$ cat config.mk
export PLATFORM = sky130hd
export DESIGN_NAME = adder_tree_sched
export DESIGN_NICKNAME = d
export VERILOG_FILES = /design/src/rtl/adder_tree_sched.sv
export SDC_FILE = /design/constraint.sdc
export NUM_CORES = 1
export LEC_CHECK = 0
export CAP_MARGIN = 20
export CORE_MARGIN = 2
export CORE_UTILIZATION = 55
export CTS_CLUSTER_SIZE = 24
export DETAILED_ROUTE_END_ITERATION = 6
export PLACE_DENSITY = 0.78
export RECOVER_POWER = 25
export SLEW_MARGIN = 30
export SYNTH_ARGS = -nofsm -noshare
export SYNTH_HDL_FRONTEND = slang
export SYNTH_SLANG_ARGS = --single-unit
$ cat constraint.sdc
create_clock -name clk -period 7.5 [get_ports clk]
set_input_delay 1.5 -clock clk [delete_from_list [all_inputs] [get_ports clk]]
set_output_delay 1.5 -clock clk [all_outputs]
set_load 0.1 [all_outputs]
$ cat src/rtl/adder_tree_sched.sv
// adder_tree_sched: issues operand beats into the pipelined adder tree, tracks
// each beat through the tree latency, accumulates CH_NUM tree results per
// output pixel (starting from a bias, with saturation) and queues finished
// pixels in a small output FIFO. Credits stop new pixel groups from starting
// when the FIFO could not absorb their result.
module adder_tree_sched #(
    parameter int dwidth     = 16,
    parameter int CH_NUM     = 6,
    parameter int TREE_LAT   = 3,
    parameter int FIFO_DEPTH = 4
) (
    input  logic              clk,
    input  logic              rst,
    input  logic              in_valid,
    output logic              in_ready,
    output logic              tree_en,
    input  logic [dwidth-1:0] tree_dout,
    input  logic [dwidth-1:0] bias,
    output logic              out_valid,
    input  logic              out_ready,
    output logic [dwidth-1:0] out_data,
    output logic              sat_flag,
    output logic              busy
);

    localparam int BW = (CH_NUM > 1) ? $clog2(CH_NUM) : 1;
    localparam int AW = $clog2(FIFO_DEPTH);
    localparam int CW = AW + 1;

    localparam logic [BW-1:0]     LAST_BEAT = BW'(CH_NUM - 1);
    localparam logic [CW-1:0]     DEPTH_C   = CW'(FIFO_DEPTH);
    localparam logic [dwidth-1:0] SAT_MAX   = {1'b0, {(dwidth-1){1'b1}}};
    localparam logic [dwidth-1:0] SAT_MIN   = {1'b1, {(dwidth-1){1'b0}}};

    // Signed add of two dwidth values in dwidth+1 bits, clamped to the
    // dwidth range. Returns {clamped, value}.
    function automatic logic [dwidth:0] sat_add(
        input logic [dwidth-1:0] a,
        input logic [dwidth-1:0] b
    );
        logic [dwidth:0] sum;
        logic [dwidth:0] res;
        sum = {a[dwidth-1], a} + {b[dwidth-1], b};
        if (sum[dwidth] != sum[dwidth-1]) begin
            if (sum[dwidth]) begin
                res = {1'b1, SAT_MIN};
            end else begin
                res = {1'b1, SAT_MAX};
            end
        end else begin
            res = {1'b0, sum[dwidth-1:0]};
        end
        return res;
    endfunction

    // State
    logic [BW-1:0]       beat_cnt_r;
    logic [CW-1:0]       open_groups_r;
    logic [CW-1:0]       fifo_count_r;
    logic [AW-1:0]       wr_ptr_r;
    logic [AW-1:0]       rd_ptr_r;
    logic [dwidth-1:0]   fifo_mem_r [FIFO_DEPTH];
    logic [dwidth-1:0]   acc_r;
    logic                sat_flag_r;
    logic [TREE_LAT-1:0] vld_pipe_r;
    logic [TREE_LAT-1:0] first_pipe_r;
    logic [TREE_LAT-1:0] last_pipe_r;

    // Combinational
    logic [CW-1:0]     reserved_s;
    logic              in_ready_s;
    logic              accept_s;
    logic              first_in_s;
    logic              last_in_s;
    logic              al_vld_s;
    logic              al_first_s;
    logic              al_last_s;
    logic [dwidth-1:0] src_s;
    logic [dwidth:0]   sat_res_s;
    logic              push_s;
    logic              pop_s;
    logic              out_valid_s;

    assign reserved_s  = fifo_count_r + open_groups_r;
    assign first_in_s  = (beat_cnt_r == '0);
    assign last_in_s   = (beat_cnt_r == LAST_BEAT);
    // A group in progress (beat_cnt != 0) is never held back by credits.
    assign in_ready_s  = !rst && !(first_in_s && (reserved_s == DEPTH_C));
    assign accept_s    = in_valid && in_ready_s;

    assign al_vld_s    = vld_pipe_r[TREE_LAT-1];
    assign al_first_s  = first_pipe_r[TREE_LAT-1];
    assign al_last_s   = last_pipe_r[TREE_LAT-1];

    assign src_s       = al_first_s ? bias : acc_r;
    assign sat_res_s   = sat_add(src_s, tree_dout);

    assign out_valid_s = (fifo_count_r != '0);
    assign push_s      = al_vld_s && al_last_s;
    assign pop_s       = out_valid_s && out_ready;

    assign in_ready    = in_ready_s;
    assign tree_en     = accept_s;
    assign out_valid   = out_valid_s;
    assign out_data    = fifo_mem_r[rd_ptr_r];
    assign sat_flag    = sat_flag_r;
    assign busy        = (|vld_pipe_r) || (beat_cnt_r != '0) ||
                         (open_groups_r != '0) || (fifo_count_r != '0);

    // Beat counter: position of the next accepted beat within its group.
    always_ff @(posedge clk) begin
        if (rst) begin
            beat_cnt_r <= '0;
        end else if (accept_s) begin
            if (last_in_s) begin
                beat_cnt_r <= '0;
            end else begin
                beat_cnt_r <= beat_cnt_r + BW'(1);
            end
        end
    end

    // Valid/tag pipeline aligned with the tree latency.
    always_ff @(posedge clk) begin
        if (rst) begin
            vld_pipe_r   <= '0;
            first_pipe_r <= '0;
            last_pipe_r  <= '0;
        end else begin
            vld_pipe_r[0]   <= accept_s;
            first_pipe_r[0] <= accept_s && first_in_s;
            last_pipe_r[0]  <= accept_s && last_in_s;
            for (int i = 1; i < TREE_LAT; i++) begin
                vld_pipe_r[i]   <= vld_pipe_r[i-1];
                first_pipe_r[i] <= first_pipe_r[i-1];
                last_pipe_r[i]  <= last_pipe_r[i-1];
            end
        end
    end

    // Open-group credits: taken when a group starts, returned when its result lands in the FIFO.
    always_ff @(posedge clk) begin
        if (rst) begin
            open_groups_r <= '0;
        end else begin
            case ({accept_s && first_in_s, push_s})
                2'b10:   open_groups_r <= open_groups_r + CW'(1);
                2'b01:   open_groups_r <= open_groups_r - CW'(1);
                default: open_groups_r <= open_groups_r;
            endcase
        end
    end

    // Accumulator and sticky saturation flag, updated on every aligned valid beat.
    always_ff @(posedge clk) begin
        if (rst) begin
            acc_r      <= '0;
            sat_flag_r <= 1'b0;
        end else if (al_vld_s) begin
            acc_r      <= sat_res_s[dwidth-1:0];
            sat_flag_r <= sat_flag_r || sat_res_s[dwidth];
        end
    end

    // Output FIFO storage and write pointer; the saturated sum itself is pushed on the last beat.
    always_ff @(posedge clk) begin
        if (rst) begin
            wr_ptr_r <= '0;
            for (int i = 0; i < FIFO_DEPTH; i++) begin
                fifo_mem_r[i] <= '0;
            end
        end else if (push_s) begin
            fifo_mem_r[wr_ptr_r] <= sat_res_s[dwidth-1:0];
            wr_ptr_r             <= wr_ptr_r + AW'(1);
        end
    end

    // FIFO read pointer and occupancy; push and pop together leave the count unchanged.
    always_ff @(posedge clk) begin
        if (rst) begin
            rd_ptr_r     <= '0;
            fifo_count_r <= '0;
        end else begin
            if (pop_s) begin
                rd_ptr_r <= rd_ptr_r + AW'(1);
            end
            case ({push_s, pop_s})
                2'b10:   fifo_count_r <= fifo_count_r + CW'(1);
                2'b01:   fifo_count_r <= fifo_count_r - CW'(1);
                default: fifo_count_r <= fifo_count_r;
            endcase
        end
    end

endmodule

==> impl_metrics.csv, run 1 <==
group,metric,value,unit
worst_setup_path,cp_cell_sequence,"dlygate4sd3_1, buf_4, a31oi_1, and2_0, clkdlybuf4s50_1",
global_routing,grt_overflow,0,
logic_synthesis,yosysWarningCount,0,
sta,fin_worst_skew,0.0210,ns
logic_synthesis,synth_edf_count,64,
floorplanning,pin_count,57,
floorplanning,num_rows,36,
logic_synthesis,synth_xor_area_share,2.68,%
power_and_ir_drop,clock_power_share,28.0,%
detailed_routing,wl_per_cell,17.6,um
worst_setup_path,crit_slowest_cell,"clkdlybuf4s50_1",
logic_synthesis,ys_ff_latch,105,
layout,layout_commonest_cell,"nor2_1",
cts,cts-resized-gates,0,
detailed_routing,wl,11700,um
worst_setup_path,critPathMaxFanout,44,
logic_synthesis,synth-simple-area-share,13.5,%
sta,setup_viol,0,
worst_setup_path,endpoint,"tree_en",
worst_setup_path,path_buf_inv,3,
global_routing,grt_pass1_wl,19500,um
worst_setup_path,endpoint_kind,"primary output",
worst_setup_path,crit_start,"rst",
layout,mostFrequentLayoutCells,"nor2_1, edfxtp_1, clkdlybuf4s50_1, dfxtp_1, a21oi_1",
cts,cts_buffers,9,
sta,tightest_slew,0.985,ns
logic_synthesis,synth_top_family_by_area,"compound AO/OA/AOI/OAI gates",
worst_setup_path,slowest_delay,1.15,ns
cts,cts.sinks,105,
detailed_routing,ant_nets,0,
cts,cts-htree-levels,3,
floorplanning,die_h,105,um
sta,setup-tns-final,0,ns
worst_setup_path,r2r-start,"first_pipe_r[2]$_SDFF_PP0_",
logic_synthesis,post_synth.cell_area_avg,11.4,um2
sta,final.period_utilization,73.6,%
place,portBuffers,56,
detailed_routing,via_count,3890,
floorplanning,die_x,105,um
cts,clkTransAtPathRegs,0.11,ns
global_routing,antenna_found_initial,0,
worst_setup_path,cp_top_family,"buffers and inverters",
power_and_ir_drop,powerDensity,200,nW/um2
power_and_ir_drop,switchingPower,0.000421,W
cts,cts_setup_buffers,0,
worst_setup_path,cp_data_required_time,6.00,ns
layout,instances_no_fill,667,
place,hpwl,8130,um
layout,drive_above_1_share,14.4,%
logic_synthesis,synthMuxAreaShare,10.1,%
global_routing,grt_max_degree,45,
outcome,status,"finished, final reports clean",
floorplanning,initial_core_util,56.9,%
logic_synthesis,postSynthCellCount,488,
logic_synthesis,yosysSeqAreaShare,49.3,%
sta,fmax,181,MHz
sta,drv_slew,0,
cts,postCtsHoldBufs,0,
sta,final.min_clock_period,5.52,ns
sta,rsz0062_at_grt,"false",
layout,n_antenna_cell,0,
detailed_routing,drc_errors,0,
global_routing,track_usage,22.5,%
worst_setup_path,r2r_end,"acc_r[1]$_SDFFE_PP0P_",
flow_run,cap_viol_max_count,0,
logic_synthesis,synth-main-ff-cell,"edfxtp_1",
cts,cts.path.max_buffers,2,
sta,hold_viol,0,
worst_setup_path,path_depth,5,
layout,nets,590,
logic_synthesis,synthArstFlopShare,0,%
floorplanning,dieArea,10900,um2
power_and_ir_drop,internal-power,0.000855,W
worst_setup_path,ff2ff_path_depth,12,
worst_setup_path,critPathKind,"in -> out",
floorplanning,coreArea,9770,um2
power_and_ir_drop,max-vdd-ir-drop,0.0964,mV
logic_synthesis,synthAdderAreaFrac,6.17,%
logic_synthesis,synth_compound_area_share,14.9,%
sta,slew_headroom,34.1,%
global_routing,grt_pass1_vias,3918,
worst_hold_path,hold_path.class,"reg -> reg",
detailed_routing,dr.first_iter.drc_count,240,
power_and_ir_drop,power_frac_seq,49.9,%
power_and_ir_drop,leakagePower,2.29,nW
logic_synthesis,synth_fp_nets,549,
detailed_routing,drt_first_pass_iters,5,
worst_setup_path,arrival,4.02,ns
worst_setup_path,start_kind,"primary input",
worst_setup_path,r2r_slack,2.71,ns
place,gp_routability_congestion,0.896,
cts,cts-root-buf,"clkbuf_8",
cts,cts_tree,"done",
logic_synthesis,ys_types,57,
logic_synthesis,syn_area,5560,um2
power_and_ir_drop,power_frac_comb,22.1,%
place,dp.cells,651,
cts,clkLatencyLatePin,0.38,ns
layout,syn2layout_area_growth,14.9,%
power_and_ir_drop,p_sw_share,33.0,%
detailed_routing,via_per_inst,5.83,
## worst register-to-register path: stages (launching register included)
cell and delay, ns:
dfxtp_1 0.85, mux2_2 0.42, ha_1 0.46, nand2_1 0.13
o21ai_0 0.68, o21a_1 0.19, o21ai_0 0.13, ha_1 0.57
nand2_1 0.10, a21oi_1 0.35, o31a_4 0.38, nor2_2 0.14
a211oi_1 0.29
## cells in the mapped netlist, types with 2 or more instances
cell type / instances / area (um2)
nor3b_1: 3 / 22.5
o21ai_1: 2 / 10.0
a2111oi_4: 2 / 55.1
a21o_1: 6 / 45.0
a31oi_4: 4 / 85.1
nand2_1: 16 / 60.1
o21a_1: 3 / 22.5
and2_1: 4 / 25.0
inv_1: 13 / 48.8
nor3_1: 5 / 25.0
xor2_1: 9 / 78.8
a211oi_2: 5 / 62.6
edfxtp_1: 64 / 1920
mux2i_1: 3 / 30.0
mux4_2: 16 / 360
nor2b_1: 9 / 56.3
or3_1: 7 / 43.8
dfxtp_1: 41 / 821
a311oi_2: 2 / 30.0
mux2_2: 15 / 169
nand4_1: 2 / 12.5
nor2_1: 101 / 379
a21oi_2: 7 / 61.3
nand2b_1: 7 / 43.8
a211oi_1: 12 / 90.1
buf_2: 10 / 50.1
o21ai_0: 11 / 55.1
a31oi_1: 2 / 12.5
clkbuf_1: 16 / 60.1
ha_1: 21 / 263
a21oi_1: 34 / 170
xnor2_1: 8 / 70.1
fa_1: 4 / 80.1
## how the worst min path moves through the flow
stage                                from                          to  cells past startpoint
2_1_floorplan  first_pipe_r[0]$_SDFF_PP0_  first_pipe_r[1]$_SDFF_PP0_                      1
3_3_place_gp   first_pipe_r[1]$_SDFF_PP0_  first_pipe_r[2]$_SDFF_PP0_                      1
3_5_place_dp    last_pipe_r[1]$_SDFF_PP0_   last_pipe_r[2]$_SDFF_PP0_                      1
4_1_cts         last_pipe_r[1]$_SDFF_PP0_   last_pipe_r[2]$_SDFF_PP0_                      1
5_1_grt         last_pipe_r[1]$_SDFF_PP0_   last_pipe_r[2]$_SDFF_PP0_                      1
6_report        last_pipe_r[1]$_SDFF_PP0_   last_pipe_r[2]$_SDFF_PP0_                      1
## power groups by stage
stage	sequential, W	combinational, W	clock [W]
detailed placement	0.000650	0.000278	0
global route	0.000639	0.000302	0.000380
CTS	0.000637	0.000280	0.000359
global placement	0.000649	0.000272	0
finish	0.000636	0.000282	0.000357
floorplan	0.000647	0.000209	0
## logic make-up after synthesis
kind of cell / count (synthesis)
AND/OR/NAND/NOR: 163
buffers and inverters: 42
XOR/XNOR: 17
AO/OA/AOI/OAI: 102
flip-flops: 105
adder cells (fa/ha/maj): 25
multiplexers: 34
## layer usage
metal | global-route usage, % | part of all wire [%] | up-vias
li1 | - | - | 1847
met1 | 29.7 | 43 | 1893
met2 | 37.9 | 49 | 136
met3 | 4.05 | 6.1 | 14
met4 | 7.05 | 1.4 | 0
met5 | 0 | 0 | -
## state kept, by name (all words and copies together) (netlist names), named ones only
signal and cells:
last_pipe_r 3, open_groups_r 3, fifo_mem_r 64, beat_cnt_r 3, vld_pipe_r 3, first_pipe_r 3
fifo_count_r 3, sat_flag 1, wr_ptr_r 2, rd_ptr_r 2, acc_r 16
## layout make-up
cell class	instances	area [um2]
Clock buffer	9	124
Clock inverter	7	86.3
Fill cell	781	3390
Inverter	14	52.6
Multi-Input combinational cell	341	2640
Sequential cell	105	2740
Tap cell	133	166
Timing Repair Buffer	58	576
## stage by stage
| step | total power, W | setup slack (ns) | hold slack (ns) | util [%] | instance area, um2 |
|---|---|---|---|---|---|
| after floorplan | 0.000856 | 1.77 | 0.414 | - | 5560 |
| after global placement | 0.000920 | 1.99 | 0.416 | 63.1 | 6170 |
| after detailed placement | 0.000928 | 1.85 | 0.420 | 63.1 | 6170 |
| after CTS | 0.00128 | 2.14 | 0.436 | 65.3 | 6380 |
| after global routing | 0.00132 | 1.90 | 0.458 | 65.3 | 6390 |
| final | 0.00128 | 1.98 | 0.435 | 65.3 | 6390 |
Note: power is estimated with default switching activity, not from simulation.
==> run 2, diff against run 1 <==
CORE_UTILIZATION = 52   (was 55)
PLACE_DENSITY = 0.77   (was 0.78)
clock period = 4.5 ns   (was 7.5 ns; I/O delays follow)
==> impl_metrics.csv, run 2 (synthesized netlist as in run 1, its figures left out) <==
group,metric,value,unit
outcome,status,"finished, final reports clean",
place,placed_cell_area,6340,um2
detailed_routing,ant_nets,0,
layout,drive_above_1_share,17.5,%
place,gp_routability_congestion,0.890,
layout,largest_register_ffs,64,
global_routing,grt_max_degree,44,
layout,nets,610,
worst_hold_path,hp-start,"last_pipe_r[0]$_SDFF_PP0_",
sta,fin_hold_ws,0.450,ns
cts,cts_setup_buffers,0,
worst_setup_path,start_kind,"primary input",
sta,fin_worst_skew,0.0160,ns
sta,final.min_clock_period,4.18,ns
worst_setup_path,critPathKind,"in -> reg",
layout,instances_no_fill,690,
layout,top_regs,"fifo_mem_r x64, acc_r x16",
detailed_routing,via_count,3927,
global_routing,track_usage,21.6,%
power_and_ir_drop,max-vdd-ir-drop,0.167,mV
worst_setup_path,crit_start,"bias[1]",
sta,setup-tns-final,0,ns
cts,cts.sinks,105,
detailed_routing,via_per_inst,5.69,
global_routing,antenna_found_initial,0,
floorplanning,dieArea,11500,um2
cts,cts-root-buf,"clkbuf_8",
layout,final_core_util,63.0,%
worst_setup_path,critPathMaxFanout,11,
floorplanning,die_h,107,um
cts,cts-resized-gates,0,
cts,cts-htree-levels,3,
cts,postCtsHoldBufs,0,
layout,layout_commonest_cell,"nor2_1",
detailed_routing,wl,11700,um
worst_setup_path,r2r-start,"first_pipe_r[2]$_SDFF_PP0_",
power_and_ir_drop,leakagePower,2.38,nW
floorplanning,pin_count,57,
place,portBuffers,56,
sta,drv_slew,0,
cts,cts_buffers,9,
power_and_ir_drop,powerDensity,328,nW/um2
sta,fmax,239,MHz
place,hpwl,8390,um
cts,cts_tree,"done",
worst_setup_path,cp_data_required_time,4.77,ns
sta,slew_headroom,14.3,%
global_routing,grt_pass1_vias,3945,
floorplanning,num_rows,37,
worst_hold_path,hold_path.class,"reg -> reg",
cts,clkLatencyLatePin,0.36,ns
layout,syn2layout_area_growth,17.6,%
place,dp.cells,674,
floorplanning,initial_core_util,53.6,%
detailed_routing,drt_first_pass_iters,5,
worst_setup_path,arrival,4.45,ns
floorplanning,coreArea,10400,um2
sta,rsz0062_at_grt,"false",
global_routing,grt_pass1_wl,19300,um
detailed_routing,wl_per_cell,17.0,um
cts,clkTransAtPathRegs,0.10,ns
sta,setup_viol,0,
cts,cts.path.max_buffers,2,
flow_run,cap_viol_max_count,0,
worst_setup_path,endpoint_kind,"register",
sta,tightest_slew,1.29,ns
floorplanning,die_x,107,um
sta,final.period_utilization,92.8,%
detailed_routing,dr.first_iter.drc_count,246,
layout,design_area,6540,um2
detailed_routing,drc_errors,0,
sta,hold_viol,0,
layout,mostFrequentLayoutCells,"nor2_1, edfxtp_1, clkdlybuf4s50_1, dfxtp_1, a21oi_1",
layout,largest-register,"fifo_mem_r",
layout,n_antenna_cell,0,
global_routing,grt_overflow,0,
## run 2: cell types whose count changed in the layout (fill, tap and decap cells not counted), moves of 2 or more
cell,change
dlygate4sd3_1,-5
clkdlybuf4s50_1,+2
buf_4,+20
clkbuf_1,+2
buf_12,+2
clkinv_8,-3
## run 2: per-layer routing
layer  GRT usage [%]  share of wire (%)  vias up
met2            35.0                 48      126
li1                -                  -     1886
met3            3.75                6.3       14
met4            6.50                1.4        0
met1            29.9                 45     1901
met5               0                  0        -
## run 2: worst paths after layout
kind / to / slack [ns] / cells after the start
worst max register to register: acc_r[4]$_SDFFE_PP0P_ / 0.43 / 13
worst min register to register: last_pipe_r[1]$_SDFF_PP0_ / 0.45 / 1
worst min-delay path: last_pipe_r[1]$_SDFF_PP0_ / 0.45 / 1
worst max-delay path: acc_r[4]$_SDFFE_PP0P_ / 0.32 / 16
## run 2: power by group
| group | internal [W] | switching, W |
|---|---|---|
| logic | 0.000176 | 0.000314 |
| clock network | 0.000277 | 0.000316 |
| registers | 0.00105 | 0.0000147 |
| total | 0.00150 | 0.000645 |
## run 2: final cells by class
type / count / area [um2]
tap: 136 / 170
fill: 830 / 3830
clock buffer: 11 / 141
sequential: 105 / 2740
multi-input combinational: 341 / 2630
inverter: 14 / 52.6
clock inverter: 5 / 61.3
timing repair buffer: 78 / 739
## run 2: through the flow
stage               total power, W  worst slack (ns)
floorplan                  0.00143             0.391
global placement           0.00156             0.118
detailed placement         0.00157           -0.0549
CTS                        0.00215             0.323
global route               0.00223            0.0259
finish                     0.00214             0.322
## run 2: critical path, stage by stage
cell	delay [ns]
clkdlybuf4s50_1	0.42
mux2i_1	0.26
inv_1	0.08
ha_1	0.27
a21oi_1	0.21
nand4b_4	0.17
a21o_1	0.12
o21ai_1	0.11
a311oi_2	0.36
xnor2_1	0.12
ha_1	0.40
nand2_1	0.07
a21oi_1	0.23
o31a_4	0.35
a21oi_2	0.11
a211oi_1	0.26
==> run 3, diff against run 2 <==
--- a/config.mk
+++ b/config.mk
@@ -9,6 +9,7 @@
 export CORE_MARGIN = 2
-export CORE_UTILIZATION = 52
+export CORE_UTILIZATION = 53
+export CTS_BUF_LIST = sky130_fd_sc_hd__clkbuf_4
 export CTS_CLUSTER_SIZE = 24
 export DETAILED_ROUTE_END_ITERATION = 6
-export PLACE_DENSITY = 0.77
+export PLACE_DENSITY = 0.78
 export RECOVER_POWER = 25
==> constraint.sdc (replaced) <==
create_clock -name clk -period 4.5 [get_ports clk]
set_input_delay 1.125 -clock clk [delete_from_list [all_inputs] [get_ports clk]]
set_output_delay 1.125 -clock clk [all_outputs]
set_load 0.1 [all_outputs]
==> impl_metrics.csv, run 3 (synthesized netlist as in run 1, its figures left out) <==
group,metric,value,unit
sta,final.period_utilization,94.2,%
layout,drive_above_1_share,23.2,%
cts,cts-htree-levels,3,
detailed_routing,ant_nets,0,
layout,top_regs,"fifo_mem_r x64, acc_r x16",
layout,nets,630,
sta,setup_viol,0,
floorplanning,die_h,106,um
sta,fin_hold_ws,0.454,ns
cts,cts.path.max_buffers,2,
cts,clkLatencyLatePin,0.47,ns
sta,fmax,236,MHz
detailed_routing,dr.first_iter.drc_count,186,
detailed_routing,drt_first_pass_iters,5,
floorplanning,coreArea,10200,um2
global_routing,grt_max_degree,37,
cts,cts_tree,"done",
sta,rsz0062_at_grt,"false",
cts,cts_buffers,9,
global_routing,grt_overflow,0,
power_and_ir_drop,max-vdd-ir-drop,0.137,mV
worst_setup_path,r2r_slack,0.66,ns
place,gp_routability_congestion,0.898,
layout,mostFrequentLayoutCells,"nor2_1, edfxtp_1, buf_4, dfxtp_1, clkdlybuf4s50_1",
worst_setup_path,critPathMaxFanout,5,
sta,tightest_slew,1.64,ns
sta,slew_headroom,-9.61,%
cts,cts_setup_buffers,0,
place,portBuffers,56,
layout,largest-register,"fifo_mem_r",
outcome,violations,"capacitance limit, slew limit",
outcome,status,"complete, but fails checks",
layout,layout_commonest_cell,"nor2_1",
global_routing,grt_pass1_wl,20200,um
cts,cts.sinks,105,
global_routing,track_usage,22.9,%
detailed_routing,via_count,3999,
sta,drv_slew,37,
floorplanning,num_rows,37,
floorplanning,dieArea,11300,um2
detailed_routing,wl,12100,um
worst_setup_path,endpoint_kind,"register",
layout,final_core_util,64.8,%
detailed_routing,drc_errors,0,
detailed_routing,via_per_inst,5.63,
floorplanning,die_x,106,um
worst_setup_path,start_kind,"primary input",
sta,final.min_clock_period,4.24,ns
worst_setup_path,critPathKind,"in -> reg",
floorplanning,initial_core_util,54.3,%
place,hpwl,8870,um
layout,fillers,809,
global_routing,antenna_found_initial,0,
detailed_routing,wl_per_cell,17.0,um
worst_setup_path,cp_data_required_time,4.70,ns
flow_run,cap_viol_max_count,1,
sta,fin_worst_skew,0.0309,ns
cts,clkTransAtPathRegs,0.14,ns
worst_hold_path,hold_path.class,"reg -> reg",
global_routing,grt_pass1_vias,4060,
layout,n_antenna_cell,0,
layout,largest_register_ffs,64,
layout,syn2layout_area_growth,19.2,%
power_and_ir_drop,powerDensity,319,nW/um2
cts,cts-root-buf,"clkbuf_4",
power_and_ir_drop,leakagePower,2.48,nW
floorplanning,pin_count,57,
worst_setup_path,arrival,4.44,ns
sta,hold_viol,0,
[run 3: changes by cell type in the layout (fill, tap and decap cells not counted), sizes merged]
| cell | previous run | this run |
|---|---|---|
| clkbuf | 12 | 13 |
| buf | 24 | 58 |
| clkdlybuf4s50 | 49 | 35 |
| inv | 15 | 16 |
| dlygate4sd3 | 4 | 2 |
| clkinvlp | 1 | 0 |
| bufinv | 1 | 2 |
[run 3: path summary, 6_finish.rpt]
path	end	depth (start not counted)	startpoint
hold / removal	first_pipe_r[2]$_SDFF_PP0_	1	first_pipe_r[1]$_SDFF_PP0_
hold reg to reg	first_pipe_r[2]$_SDFF_PP0_	1	first_pipe_r[1]$_SDFF_PP0_
setup reg to reg	fifo_mem_r[1][10]$_SDFFCE_PN0P_	15	first_pipe_r[2]$_SDFF_PP0_
setup / recovery	fifo_mem_r[1][10]$_SDFFCE_PN0P_	16	bias[1]
[run 3: layout make-up]
| class | instances | area, um2 | share of cell area (%) |
|---|---|---|---|
| Clock inverter | 6 | 71.3 | 1.08 |
| Sequential cell | 105 | 2740 | 41.4 |
| Multi-Input combinational cell | 341 | 2630 | 39.8 |
| Tap cell | 136 | 170 | 2.57 |
| Timing Repair Buffer | 98 | 880 | 13.3 |
| Inverter | 14 | 52.6 | 0.793 |
| Clock buffer | 10 | 75.1 | 1.13 |
[run 3: layer usage]
metal / up-vias / global-route usage (%) / routed length, um
li1: 1933 / - / -
met1: 1936 / 31.1 / 5220
met2: 117 / 38.3 / 6040
met3: 13 / 3.37 / 658
met4: 0 / 6.59 / 155
met5: - / 0 / 0
[run 3: repair_timing]
action                                  in CTS  in global routing
gates resized for setup                      0                  1
hold buffers                                 0                  0
endpoints found under the setup margin       0                  3
[run 3: per-stage QoR]
| stage | power, W | instance area (um2) | setup slack [ns] | instances | TNS (ns) |
|---|---|---|---|---|---|
| after floorplan | 0.00143 | 5570 | 0.166 | 488 | 0 |
| after global placement | 0.00161 | 6490 | -0.166 | 694 | -4.29 |
| after detailed placement | 0.00162 | 6490 | -0.218 | 694 | -8.44 |
| after CTS | 0.00211 | 6640 | 0.235 | 710 | 0 |
| after global routing | 0.00220 | 6630 | 0.0157 | 710 | 0 |
| final | 0.00212 | 6630 | 0.263 | 710 | 0 |
[run 3: report_power, final]
part	switching, W	internal (W)	total (W)
sequential	0.0000131	0.00105	0.00106
clock	0.000310	0.000203	0.000513
combinational	0.000328	0.000214	0.000542
total	0.000652	0.00146	0.00212
[run 3: critical path: stages]
cell,delay [ns]
clkdlybuf4s50_1,0.45
mux2i_1,0.19
inv_1,0.06
ha_1,0.27
a21oi_1,0.25
nand4b_4,0.20
a21o_1,0.12
o21ai_1,0.11
a311oi_2,0.33
xnor2_1,0.11
ha_1,0.35
nand2_1,0.10
a21oi_2,0.05
o31a_4,0.16
a311oi_2,0.46
nor2_1,0.09
